### config.mk
export PLATFORM = sky130hd
export DESIGN_NAME = consumer_txn_reorder_ctrl
export DESIGN_NICKNAME = d
export VERILOG_FILES = /design/src/rtl/consumer_txn_reorder_ctrl.sv
export SDC_FILE = /design/constraint.sdc
export NUM_CORES = 2
export LEC_CHECK = 0
export BUFFER_PORTS_ARGS = -buffer_cell sky130_fd_sc_hd__buf_4
export CORE_MARGIN = 3
export CORE_UTILIZATION = 57
export CTS_CLUSTER_SIZE = 40
export DETAILED_ROUTE_END_ITERATION = 10
export PLACE_DENSITY = 0.78
export SLEW_MARGIN = 20
export SYNTH_ARGS = -nofsm -noshare
export SYNTH_HDL_FRONTEND = slang
export SYNTH_SLANG_ARGS = --single-unit
### constraint.sdc
create_clock -name clk_i -period 53.3 [get_ports clk_i]
set_clock_uncertainty 0.15 [all_clocks]
set_input_delay 10.66 -clock clk_i [delete_from_list [all_inputs] [get_ports clk_i]]
set_output_delay 10.66 -clock clk_i [all_outputs]
set_load 0.01 [all_outputs]
### src/rtl/consumer_txn_reorder_ctrl.sv
// rtl/consumer_txn_reorder_ctrl.sv - tags consumer reads with rotating IDs, returns out-of-order memory responses in request order
// One FREE/ISSUED/DONE state per ID; the ID ring is allocated and released strictly in order.
module consumer_txn_reorder_ctrl #(
  parameter int ADDR_WIDTH = 64,
  parameter int ID_WIDTH   = 4,
  parameter int DATA_WIDTH = 64
) (
  input  logic                  clk_i,
  input  logic                  reset_i,
  input  logic                  req_valid_i,
  output logic                  req_ready_o,
  input  logic [ADDR_WIDTH-1:0] req_addr_i,
  output logic                  mem_req_valid_o,
  input  logic                  mem_req_ready_i,
  output logic [ADDR_WIDTH-1:0] mem_req_addr_o,
  output logic [ID_WIDTH-1:0]   mem_req_id_o,
  input  logic                  mem_resp_valid_i,
  input  logic [ID_WIDTH-1:0]   mem_resp_id_i,
  input  logic [DATA_WIDTH-1:0] mem_resp_data_i,
  output logic                  resp_valid_o,
  input  logic                  resp_ready_i,
  output logic [DATA_WIDTH-1:0] resp_data_o,
  output logic [ID_WIDTH:0]     outstanding_o,
  output logic                  error_o
);
  localparam int NUM_ENTRIES = 2 ** ID_WIDTH;
  localparam logic [ID_WIDTH:0] LP_FULL = (ID_WIDTH+1)'(NUM_ENTRIES);

  typedef enum logic [1:0] {ST_FREE, ST_ISSUED, ST_DONE} entry_state_t;

  entry_state_t          r_state [NUM_ENTRIES];
  logic [DATA_WIDTH-1:0] r_data  [NUM_ENTRIES];
  logic [ID_WIDTH-1:0]   r_alloc_ptr;
  logic [ID_WIDTH-1:0]   r_rel_ptr;
  logic [ID_WIDTH:0]     r_count;
  logic                  r_mem_req_valid;
  logic [ADDR_WIDTH-1:0] r_mem_req_addr;
  logic [ID_WIDTH-1:0]   r_mem_req_id;
  logic                  r_error;

  logic w_alloc;
  logic w_capture;
  logic w_resp_valid;
  logic w_release;

  // A pending memory request may be replaced in the same cycle it is accepted.
  assign req_ready_o  = (r_count < LP_FULL) && (!r_mem_req_valid || mem_req_ready_i);
  assign w_alloc      = req_valid_i && req_ready_o;
  assign w_capture    = mem_resp_valid_i && (r_state[mem_resp_id_i] == ST_ISSUED);
  assign w_resp_valid = (r_state[r_rel_ptr] == ST_DONE);
  assign w_release    = w_resp_valid && resp_ready_i;

  always_ff @(posedge clk_i or posedge reset_i) begin
    if (reset_i) begin
      for (int i = 0; i < NUM_ENTRIES; i++) begin
        r_state[i] <= ST_FREE;
        r_data[i]  <= '0;
      end
    end else begin
      for (int i = 0; i < NUM_ENTRIES; i++) begin
        if (w_alloc && (r_alloc_ptr == ID_WIDTH'(i))) begin
          r_state[i] <= ST_ISSUED;
        end else if (w_capture && (mem_resp_id_i == ID_WIDTH'(i))) begin
          r_state[i] <= ST_DONE;
          r_data[i]  <= mem_resp_data_i;
        end else if (w_release && (r_rel_ptr == ID_WIDTH'(i))) begin
          r_state[i] <= ST_FREE;
        end
      end
    end
  end

  always_ff @(posedge clk_i or posedge reset_i) begin
    if (reset_i) begin
      r_alloc_ptr     <= '0;
      r_rel_ptr       <= '0;
      r_count         <= '0;
      r_mem_req_valid <= 1'b0;
      r_mem_req_addr  <= '0;
      r_mem_req_id    <= '0;
      r_error         <= 1'b0;
    end else begin
      if (w_alloc) begin
        r_alloc_ptr     <= r_alloc_ptr + 1'b1;
        r_mem_req_valid <= 1'b1;
        r_mem_req_addr  <= req_addr_i;
        r_mem_req_id    <= r_alloc_ptr;
      end else if (mem_req_ready_i) begin
        r_mem_req_valid <= 1'b0;
        r_mem_req_addr  <= '0;
        r_mem_req_id    <= '0;
      end
      if (w_release) begin
        r_rel_ptr <= r_rel_ptr + 1'b1;
      end
      case ({w_alloc, w_release})
        2'b10:   r_count <= r_count + 1'b1;
        2'b01:   r_count <= r_count - 1'b1;
        default: r_count <= r_count;
      endcase
      // Responses for FREE or DONE IDs are dropped and flagged.
      if (mem_resp_valid_i && !w_capture) begin
        r_error <= 1'b1;
      end
    end
  end

  assign mem_req_valid_o = r_mem_req_valid;
  assign mem_req_addr_o  = r_mem_req_addr;
  assign mem_req_id_o    = r_mem_req_id;
  assign resp_valid_o    = w_resp_valid;
  assign resp_data_o     = r_data[r_rel_ptr];
  assign outstanding_o   = r_count;
  assign error_o         = r_error;

endmodule

==> flow_results.org <==
** Critical path
- Critical-path maximum fanout :: 69
- STA classifies the critical path endpoint as an output pin.
- For the worst setup path, the data required time is 42.49 ns.
- Cells along the critical path :: buf_4 -> nor2b_1 -> nor2_1 -> buf_4
- In this design, the critical path's most frequently occurring cell is buf_4.
- CP max-delay cell :: nor2b_1
- Worst path arrival time :: 11.72 ns
- Kind of critical path :: in -> out
- Sum of buffers and inverters on the critical path :: 2
- Among cell families on the critical path, the largest total delay comes from simple AND/OR/NAND/NOR gates.
- Biggest cell delay along the critical path :: 0.52 ns
- Startpoint kind of the worst setup timing path :: input port

** Layout
- Post-layout net count :: 3545
- Number of cells in the finished layout apart from fillers :: 4663
- Design Area, Final :: 58320 um2
- Of the cells placed in the final design, the portion with a size suffix greater than 1 is 0.5410.
- Measured on the finished design, the core utilization comes to 0.6548.
- Compared with the post-synthesis result, the final layout area differs by 13.11%.

** Floorplanning
- DIE AREA :: 94100 um2
- Number of cell rows :: 109
- For this configuration, the core starts out at a cell density of 0.5789.
- The die is 306.8 um wide.
- The die is 306.8 um tall.
- The region available for standard cell placement spans 89060 um2.
- In this run the count of I/O pins placed on the die edge is 279.

** Synthesis
- Synthesized netlist cell count :: 3244
- The most used flip-flop cell after synthesis is dfrtp_1.
- The most common cell in the synthesized netlist is dfrtp_1.
- By area the synthesized netlist is led by dfrtp_1 (55%), mux2_2 (22%), mux4_2 (14%).
- Synthesized area divided by synthesized cell count :: 15.89 um2
- Cell taking the most area after synthesis :: dfrtp_1
- Counting flops and latches in the post-synthesis netlist gives 1139.
- Counting distinct cell types in the post-synthesis netlist gives 58.
- The commonest cells after synthesis are dfrtp_1 (1139), mux2_2 (989), mux4_2 (325).
- Count of flip-flops with a built-in enable after synthesis :: 0
- Post-synthesis sequential area ratio :: 0.5528
- Yosys synthesis warning count :: 0
- Proportion of register bits with asynchronous set or reset after synthesis :: 1.000
- Synthesis produced a netlist with a net count of 3395.
- The cell area that synthesis handed to floorplanning was 51560 um2.
- Area share of the leading cell type in the synthesized netlist :: 0.5528

** Clocking
- The number of clock buffers added by TritonCTS is 114.
- The H-tree generated during clock tree synthesis spans 3 levels.
- Maximum number of buffers from clock root to sink :: 3
- The tree built by TritonCTS fans out to 1139 sinks.
- Hold_buf cts :: 0
- Clk Latency, worst-skew pair :: 0.67 ns
- In this run the clock root is driven by a clkbuf_16.
- Post CTS Setup Buffer Count :: 0
- Clk pin slew, worst setup/hold paths :: 0.06 ns
- TritonCTS clock tree :: yes
- Cts repair resizes :: 0

** Routing
- Highest routed metal layer :: met5
- Sum of routed wire length over all layers :: 123900 um
- Dividing the detail-routed via count by the number of cells gives 6.276.
- Overall via count from detail_route :: 29266
- Mean routed wirelength per cell :: 26.57 um
- After detailed routing, the met3 layer carries 6507 um of wire.
- Number of DRC markers in iteration 0 :: 2153
- Detailed-routing wirelength on met1 :: 51260 um
- Detail Route Antenna Nets :: 0
- Detailed routing placed a total of 62400 um of wire on met2.
- The first detailed-routing pass took 6 iterations.
- DRC violation count after routing :: 0

** Place
- Detailed Place HPWL :: 70440 um
- Count of port buffers added during placement :: 278
- Placer Congestion :: 0.8444
- Post-detailed-placement cell area :: 54320 um2
- Instance count after placement with tap cells included :: 4441
- Prior to clock tree synthesis, the placed netlist has a worst setup slack of 30.79 ns.

** Timing
- Setup repair after global routing missed its margin :: false
- The final count of pins violating max slew came to 0.
- Derived from the worst setup path, the maximum achievable clock frequency is 44.39 MHz.
- Slew at the pin closest to its max-slew limit :: 1.082 ns
- Final critical-path required period :: 22.53 ns
- Summed over all failing endpoints, the final setup total negative slack is 0 ns.
- Final-report setup violation count :: 0
- Post-route setup slack :: 30.77 ns
- Headroom to the max-slew limit came out at 0.2758.
- The count of endpoints failing hold in the final timing report was 0.
- Of the available clock period, the critical path in the final layout requires 0.4227.

** Outcome
- The flow ran to the end, and the final reports show no timing, DRC or antenna violations.

** Min path
- In this run the worst hold path is classified as reg -> reg.

** Flow run
- Maximum capacitance violations :: 0

** Power and ir drop
- Leakage power :: 26.74 nW
- IR analysis of the VDD net gives a maximum drop of 0.05217 mV.
- Pwr per Cell Area :: 58.43 nW/um2

** GRT
- Global-route usage over all layers :: 0.2671
- Entering global routing, the biggest net connects 202 pins.
- After global routing the overflow that remains totals 0.
- Initial antenna violation count :: 9
- The first global-routing pass estimated 193300 um of wire.
- Vias in the first global route :: 32255
-- where the power goes --
| group | internal [W] | total, W | switching [W] |
|---|---|---|---|
| clock | 0.000486 | 0.000822 | 0.000335 |
| sequential | 0.00121 | 0.00143 | 0.000222 |
| combinational | 0.000699 | 0.00116 | 0.000457 |
| total | 0.00239 | 0.00341 | 0.00101 |
-- routing by layer --
metal  vias to the layer above  track usage
li1                      12346            -
met1                     15894       0.3608
met2                       803       0.4460
met3                       221      0.04601
met4                         2      0.08827
met5                         -            0
-- metrics by stage --
stage	power, W	hold slack [ns]
2_1_floorplan	0.002227	0.3239
3_3_place_gp	0.002522	0.3182
3_5_place_dp	0.002604	0.3185
4_1_cts	0.003432	0.3336
5_1_grt	0.003581	0.3461
6_report	0.003407	0.3324
-- sequential cells by signal, indices dropped and copies added (netlist names) --
| register | cells |
|---|---|
| error_o | 1 |
| r_rel_ptr | 4 |
| r_alloc_ptr | 4 |
| r_data | 1024 |
| outstanding_o | 5 |
| mem_req_id_o | 4 |
| r_state | 32 |
| mem_req_addr_o | 64 |
| mem_req_valid_o | 1 |
-- area by class of cell --
class                      count  area, um2
clock buffer                 177       3441
antenna                        8      20.02
fill                        6052      30740
multi-input combinational   1798      21810
timing repair buffer         321       2527
clock inverter                35      466.7
sequential                  1139      28520
tap                         1165       1458
inverter                      20      82.58
-- cell usage in the layout (no fill, tap or decap), drive strengths merged, types with 4 or more instances in the layout --
cell type     n
nor4          5
mux2i        14
a32o          5
nand2       104
o31ai         6
ha           12
nor2         11
a211oi        4
clkinv       25
mux2       1027
clkbuf      177
xnor2         6
mux4        325
nand2b       72
diode         8
buf         321
nand3        13
a31o          6
o21bai        7
a21oi         8
and2          5
inv          21
xor2          4
dfrtp      1139
bufinv        9
o21ai        81
nand4        11
nor2b         7
o311ai        4
nor3         10
nand3b        7
and3         10
-- worst register-to-register path, stage by stage, from the launching register on --
cell      delay (ns)
dfrtp_4         1.05
nor2_1          0.18
a32o_1          0.26
o311a_1         0.50
a2bb2o_1        0.44
ha_1            0.33
fa_1            0.44
a21o_1          0.21
a21oi_1         0.19
xor2_1          0.16
nor2_1          0.07
xor2_1          0.14
-- cells by family after synthesis --
group	share of synthesized area
compound gates	0.01696
xor+xnor	0.001699
fa+ha+maj	0.003300
buf+inv	0.02585
flops	0.5528
mux	0.3718
simple gates	0.02759
-- path summary, 6_finish.rpt --
check	start	cells past startpoint	slack, ns	endpoint
setup / recovery	mem_req_ready_i	4	30.77	req_ready_o
hold / removal	error_o$_DFFE_PP0P_	1	0.33	error_o$_DFFE_PP0P_
setup reg to reg	r_rel_ptr[3]$_DFFE_PP0P_	11	49.06	outstanding_o[4]$_DFFE_PP0P_
hold reg to reg	error_o$_DFFE_PP0P_	1	0.33	error_o$_DFFE_PP0P_
max in group asynchronous	reset_i	6	39.64	r_data[987]$_DFFE_PP0P_
min in group asynchronous	reset_i	2	9.95	outstanding_o[0]$_DFFE_PP0P_
(Power assumes the default switching activity.)
